<file path="src/rtl/axi_drain_pkg.sv">
// Shared types and defaults for the AXI clock-converter drain controller.
package axi_drain_pkg;

    typedef enum logic [1:0] {
        RUN   = 2'd0,
        DRAIN = 2'd1,
        IDLE  = 2'd2
    } drain_state_e;

    localparam int DEFAULT_MAX_OUTSTANDING = 16;

endpackage

</file>
<file path="src/rtl/axi_outstanding_counter.sv">
// Up/down transaction counter. Unsigned mode saturates at 0 and flags underflow;
// signed mode wraps through zero so a lead of the decrement side can be tracked.
module axi_outstanding_counter #(
    parameter int WIDTH       = 5,
    parameter int MAX_COUNT   = 16,
    parameter bit SIGNED_MODE = 1'b0
) (
    input  logic             clk,
    input  logic             srst,
    input  logic             i_inc,
    input  logic             i_dec,
    output logic [WIDTH-1:0] o_count,
    output logic             o_underflow
);

    localparam logic [WIDTH-1:0] MAX_VAL = WIDTH'(MAX_COUNT);

    logic [WIDTH-1:0] r_count;
    logic             w_floor;

    generate
        if (SIGNED_MODE) begin : g_signed
            assign w_floor = 1'b0;
        end else begin : g_unsigned
            assign w_floor = (r_count == '0);
        end
    endgenerate

    // A simultaneous increment and decrement cancels and is never an underflow.
    always_ff @(posedge clk) begin
        if (srst) begin
            r_count <= '0;
        end else if (i_inc && !i_dec && (r_count != MAX_VAL)) begin
            r_count <= r_count + 1'b1;
        end else if (i_dec && !i_inc && !w_floor) begin
            r_count <= r_count - 1'b1;
        end
    end

    assign o_underflow = i_dec & ~i_inc & w_floor;
    assign o_count     = r_count;

endmodule

</file>
<file path="src/rtl/axi_cdc_drain_ctrl.sv">
// Outstanding-transaction gate and drain sequencer in front of the clock converter.
// Optional drain watchdog and drain_err_o port are enabled with DRAIN_TIMEOUT_EN.
module axi_cdc_drain_ctrl
    import axi_drain_pkg::*;
#(
    parameter int MAX_OUTSTANDING = DEFAULT_MAX_OUTSTANDING,
`ifdef DRAIN_TIMEOUT_EN
    parameter int DRAIN_TIMEOUT   = 1024,
`endif
    parameter int CNT_WIDTH       = $clog2(MAX_OUTSTANDING + 1)
) (
    input  logic                 axi_aclk,
    input  logic                 axi_areset,
    input  logic                 drain_req_i,
    output logic                 drain_ack_o,
    input  logic                 s_awvalid_i,
    output logic                 s_awready_o,
    output logic                 m_awvalid_o,
    input  logic                 m_awready_i,
    input  logic                 s_arvalid_i,
    output logic                 s_arready_o,
    output logic                 m_arvalid_o,
    input  logic                 m_arready_i,
    input  logic                 w_beat_last_i,
    input  logic                 b_done_i,
    input  logic                 r_done_i,
    output logic [CNT_WIDTH-1:0] wr_cnt_o,
    output logic [CNT_WIDTH-1:0] rd_cnt_o,
    output logic                 proto_err_o
`ifdef DRAIN_TIMEOUT_EN
    ,
    output logic                 drain_err_o
`endif
);

    drain_state_e r_state, w_state_next;

    // Channel index 0 is the write address channel, 1 the read address channel.
    logic [1:0]           w_s_valid, w_m_ready, w_m_valid, w_s_ready;
    logic [1:0]           w_open, w_hs, w_dec, w_uflow, w_ch_quiet;
    logic [CNT_WIDTH-1:0] w_cnt [2];
    logic [CNT_WIDTH:0]   w_wlast_cnt;
    logic                 w_wlast_uflow;
    logic                 w_quiet, w_timeout;
    logic                 r_proto_err;

    assign w_s_valid = {s_arvalid_i, s_awvalid_i};
    assign w_m_ready = {m_arready_i, m_awready_i};
    assign w_dec     = {r_done_i, b_done_i};

    genvar gi;
    generate
        for (gi = 0; gi < 2; gi++) begin : g_ch
            logic r_pending;

            // An address already shown downstream stays open until it is accepted.
            assign w_open[gi]    = r_pending |
                                   ((r_state == RUN) && (w_cnt[gi] < CNT_WIDTH'(MAX_OUTSTANDING)));
            assign w_m_valid[gi] = w_s_valid[gi] & w_open[gi];
            assign w_s_ready[gi] = w_m_ready[gi] & w_open[gi];
            assign w_hs[gi]      = w_s_valid[gi] & w_m_ready[gi] & w_open[gi];
            assign w_ch_quiet[gi] = ~r_pending & (w_cnt[gi] == '0);

            always_ff @(posedge axi_aclk) begin
                if (axi_areset) begin
                    r_pending <= 1'b0;
                end else if (w_hs[gi]) begin
                    r_pending <= 1'b0;
                end else if (w_m_valid[gi] && !w_m_ready[gi]) begin
                    r_pending <= 1'b1;
                end
            end

            axi_outstanding_counter #(
                .WIDTH       (CNT_WIDTH),
                .MAX_COUNT   (MAX_OUTSTANDING),
                .SIGNED_MODE (1'b0)
            ) u_cnt (
                .clk         (axi_aclk),
                .srst        (axi_areset),
                .i_inc       (w_hs[gi]),
                .i_dec       (w_dec[gi]),
                .o_count     (w_cnt[gi]),
                .o_underflow (w_uflow[gi])
            );
        end
    endgenerate

    // W may lead AW, so the wlast balance is signed and may dip below zero.
    axi_outstanding_counter #(
        .WIDTH       (CNT_WIDTH + 1),
        .MAX_COUNT   (MAX_OUTSTANDING),
        .SIGNED_MODE (1'b1)
    ) u_wlast_cnt (
        .clk         (axi_aclk),
        .srst        (axi_areset),
        .i_inc       (w_hs[0]),
        .i_dec       (w_beat_last_i),
        .o_count     (w_wlast_cnt),
        .o_underflow (w_wlast_uflow)
    );

    assign w_quiet = (&w_ch_quiet) && (w_wlast_cnt == '0);

`ifdef DRAIN_TIMEOUT_EN
    localparam int TO_W = $clog2(DRAIN_TIMEOUT + 1);

    logic [TO_W-1:0] r_timeout;
    logic            r_drain_err;

    // Held at zero outside DRAIN, so every drain starts a fresh budget.
    assign w_timeout = (r_timeout == TO_W'(DRAIN_TIMEOUT - 1));

    always_ff @(posedge axi_aclk) begin
        if (axi_areset || (r_state != DRAIN)) begin
            r_timeout <= '0;
        end else begin
            r_timeout <= r_timeout + 1'b1;
        end
    end

    always_ff @(posedge axi_aclk) begin
        if (axi_areset) begin
            r_drain_err <= 1'b0;
        end else if ((r_state == RUN) && drain_req_i) begin
            r_drain_err <= 1'b0;
        end else if ((r_state == DRAIN) && drain_req_i && !w_quiet && w_timeout) begin
            r_drain_err <= 1'b1;
        end
    end

    assign drain_err_o = r_drain_err;
`else
    assign w_timeout = 1'b0;
`endif

    always_ff @(posedge axi_aclk) begin
        if (axi_areset) begin
            r_state     <= RUN;
            r_proto_err <= 1'b0;
        end else begin
            r_state     <= w_state_next;
            r_proto_err <= r_proto_err | (|w_uflow) | w_wlast_uflow;
        end
    end

    always_comb begin
        w_state_next = r_state;
        case (r_state)
            RUN:     if (drain_req_i) w_state_next = DRAIN;
            DRAIN: begin
                if (!drain_req_i)             w_state_next = RUN;
                else if (w_quiet || w_timeout) w_state_next = IDLE;
            end
            IDLE:    if (!drain_req_i) w_state_next = RUN;
            default: w_state_next = RUN;
        endcase
    end

    assign drain_ack_o = (r_state == IDLE);
    assign m_awvalid_o = w_m_valid[0];
    assign s_awready_o = w_s_ready[0];
    assign m_arvalid_o = w_m_valid[1];
    assign s_arready_o = w_s_ready[1];
    assign wr_cnt_o    = w_cnt[0];
    assign rd_cnt_o    = w_cnt[1];
    assign proto_err_o = r_proto_err;

endmodule

</file>
<file path="config.mk">
export PLATFORM = sky130hd
export DESIGN_NAME = axi_cdc_drain_ctrl
export DESIGN_NICKNAME = d
export VERILOG_FILES = /design/src/rtl/axi_drain_pkg.sv /design/src/rtl/axi_outstanding_counter.sv /design/src/rtl/axi_cdc_drain_ctrl.sv
export SDC_FILE = /design/constraint.sdc
export NUM_CORES = 1
export LEC_CHECK = 0
export ABC_AREA = 1
export CAP_MARGIN = 10
export CELL_PAD_IN_SITES_DETAIL_PLACEMENT = 1
export CELL_PAD_IN_SITES_GLOBAL_PLACEMENT = 2
export CORE_MARGIN = 2
export CORE_UTILIZATION = 26
export CTS_CLUSTER_SIZE = 20
export DETAILED_ROUTE_END_ITERATION = 10
export HOLD_SLACK_MARGIN = 0.1
export PLACE_DENSITY = 0.72
export REMOVE_ABC_BUFFERS = 1
export SLEW_MARGIN = 20
export SYNTH_ARGS = -nofsm -noshare
export SYNTH_HDL_FRONTEND = slang
export SYNTH_SLANG_ARGS = --single-unit
</file>
<file path="constraint.sdc">
create_clock -name axi_aclk -period 1.9 [get_ports axi_aclk]
set_input_delay 0.38 -clock axi_aclk [delete_from_list [all_inputs] [get_ports axi_aclk]]
set_output_delay 0.38 -clock axi_aclk [all_outputs]
set_load 0.01 [all_outputs]
</file>
==> flow_summary.toml <==
[routing]
ant_nets = 0
wire_per_inst_um = 13.25
dr.pass1.iters = 4
routed-via-count = 1660
drtIter0Drc = 28
wirelength_um = 4705
drcViolationCount = 0
via_per_inst = 4.676

[placement]
port_buffers = 25
place_congestion = 0.7456
place_hpwl_um = 3286

[pwr]
p_leak_nw = 1.190
finalPower_mw = 3.607
peakVddDrop_uv = 553.5
p_per_area_nw_per_um2 = 1437

[global_routing]
grtUsageMet2_pct = 28.79
grt_usage_pct = 15.53
grt-busiest-layer = "met2"
grt_pass1_wl_um = 7500
antenna_found_initial = 0
grt-ovfl-total = 0
grt_util_met1_pct = 18.43
grt_max_degree = 17
grt_pass1_vias = 1679
gr-usage-met3_pct = 2.907

[logic_synthesis]
yosysTopAreaCell = "dfxtp_1"
synth-seq-area-share_pct = 29.76
ys_warn_count = 0
synthTopCellsByArea = "dfxtp_1 (30%), ha_1 (8.9%), nand2_1 (8.8%), inv_1 (8.0%), nand3_1 (7.8%)"
synth.distinct_cells = 26
avgSynthCellArea_um2 = 7.028
yosys_register_bits = 21
netlist.area_leader.share_pct = 29.76
syn-cell-area_um2 = 1413
synth_cells = 201

[timing]
finalHoldViolCount = 0
grt_setup_unrepaired = "yes"
timing.fmax_mhz = 488.4
finClkSkew_ps = 8.042
finalSetupViolCount = 3
setup_ws_ps = -147.6
finalCriticalPeriod_ps = 2048
whs_ps = 485.0
worst_pin_slew_ps = 438.3
maxSlewHeadroom_pct = 70.51
post-route-period-util_pct = 107.8
drv_slew = 0
setup-tns-final_ps = -305.9

[hold_path]
min_path_type = "reg -> reg"

[worst_setup_path]
crit_path_end_kind = "flip-flop"
worstPathRequired_ps = 2060
worstPathMaxFanout = 7
arrival_ps = 2210
critPathLaunchType = "flip-flop"
criticalPathCategory = "reg -> reg"

[floorplanning]
die_h_um = 77.71
die_width_um = 77.71
initial_utilization_pct = 27.31
core-area_um2 = 5172
dieArea_um2 = 6039
ios = 26
rows = 26

[clocking]
hold_buffers = 0
numCtsBuffers = 3
cts.sinks = 21
clk_pin_slew_worst_paths_ps = 90
cts_tree = "done"
clock_latency_ps = 270
cts_buffer_depth = 2
htreeDepth = 1
clockRootBuffer = "clkbuf_8"

[outcome]
violations = "setup timing"
status = "finished with violations"

[finish]
syn2layout_area_growth_pct = 77.68
nNetsFinal = 309
drive_above_1_share_pct = 43.51
num_antenna_cells = 0

[job]
maxCapViolations = 0
[layout make-up]
type	instances	area (um^2)
flip-flops and latches	21	422.9
inverters	32	120.1
repair buffers	81	665.6
well taps	70	87.58
fillers	650	2663
clock buffers	3	41.29
multi-input cells	147	1167
clock inverters	1	5.005
[final timing paths]
| path | startpoint | to | slack, ps | cells past startpoint |
|---|---|---|---|---|
| setup reg to reg | r_state[1]$_SDFFE_PP0P_ | u_wlast_cnt.o_count[3]$_SDFFE_PP0P_ | -150 | 13 |
| hold reg to reg | proto_err_o$_SDFF_PP0_ | proto_err_o$_SDFF_PP0_ | 480 | 2 |
| setup / recovery | r_state[1]$_SDFFE_PP0P_ | u_wlast_cnt.o_count[3]$_SDFFE_PP0P_ | -150 | 13 |
| hold / removal | proto_err_o$_SDFF_PP0_ | proto_err_o$_SDFF_PP0_ | 480 | 2 |
[stage by stage]
stage | cells | instance area (um^2) | worst slack, ps | util, %
4_1_cts | 350 | 2330 | -98.60 | 45.04
3_5_place_dp | 339 | 2077 | -517.5 | 40.15
2_1_floorplan | 200 | 1409 | 38.58 | -
6_report | 355 | 2510 | -147.6 | 48.52
5_1_grt | 355 | 2510 | -240.9 | 48.52
3_3_place_gp | 339 | 2077 | -431.2 | 40.15
[per-layer routing]
metal,vias up,share of wire [%]
met5,-,0
met4,0,0.49
met3,2,1.8
met2,17,52
met1,814,46
li1,827,-
[power breakdown]
group	internal [mW]	switching [mW]
combinational	1.32	1.27
sequential	0.591	0.113
clock	0.147	0.163
[worst max-delay path, cell delays in order, from the launching register on]
cell and delay (ps):
dfxtp_2 340, nor2_4 110, nand2_2 70, buf_6 120, a21oi_4 170, buf_6 150, nand2_8 90, ha_4 260
a21oi_4 120, nand2_2 70, buf_4 140, buf_6 110, xnor2_2 120, a21oi_1 80
[flip-flops by register name, summed over array words and instances, names as in the netlist]
signal	cells
g_ch.u_cnt.o_count	10
u_wlast_cnt.o_count	6
g_ch.r_pending	2
proto_err_o	1
r_state	2
[cell usage after synthesis]
| library cell | instances |
|---|---|
| nand2_1 | 33 |
| inv_1 | 30 |
| nand3_1 | 22 |
| nor2_1 | 22 |
| dfxtp_1 | 21 |
| a21oi_1 | 17 |
| ha_1 | 10 |
| o21ai_1 | 8 |
| nand2_2 | 5 |
| o21ai_0 | 5 |
| xor2_1 | 4 |
| fa_1 | 3 |
| xnor2_1 | 3 |
| a211oi_1 | 2 |
| inv_2 | 2 |
| nand2_4 | 2 |
| nand4_1 | 2 |
| o21bai_1 | 2 |
| a21boi_0 | 1 |
| a21boi_1 | 1 |
| a21oi_2 | 1 |
| a21oi_4 | 1 |
| clkbuf_1 | 1 |
| nor2_2 | 1 |
| nor4_1 | 1 |
| o22ai_1 | 1 |
[kinds of logic (layout without fill, tap and decap cells)]
group | after synthesis | after routing | share of synthesized area, %
flops | 21 | 21 | 29.76
compound gates | 39 | 39 | 16.03
xor+xnor | 7 | 7 | 4.340
simple gates | 88 | 88 | 27.99
buf+inv | 33 | 117 | 8.769
fa+ha+maj | 13 | 13 | 13.11
[layout by cell type, fill, tap and decap left out, types with 5 or more instances in the layout]
cell type | synthesis | routed
nand2_1 | 33 | 25
inv_1 | 30 | 26
nand3_2 | 0 | 9
ha_4 | 0 | 10
nand3_1 | 22 | 13
o21ai_1 | 8 | 8
dfxtp_1 | 21 | 19
nor2_2 | 1 | 5
clkdlybuf4s50_1 | 0 | 15
o21ai_0 | 5 | 5
nand2_2 | 5 | 10
a21oi_1 | 17 | 13
nor2_1 | 22 | 16
buf_4 | 0 | 52
inv_2 | 2 | 6
dlygate4sd2_1 | 0 | 6
[what timing repair did]
item	CTS	global route
resized for setup	39	39
setup endpoints to repair	12	12
endpoints found under the hold margin	0	0
cloned	0	0
pin swaps	22	23
buffers inserted	8	5
(Power assumes the default switching activity.)
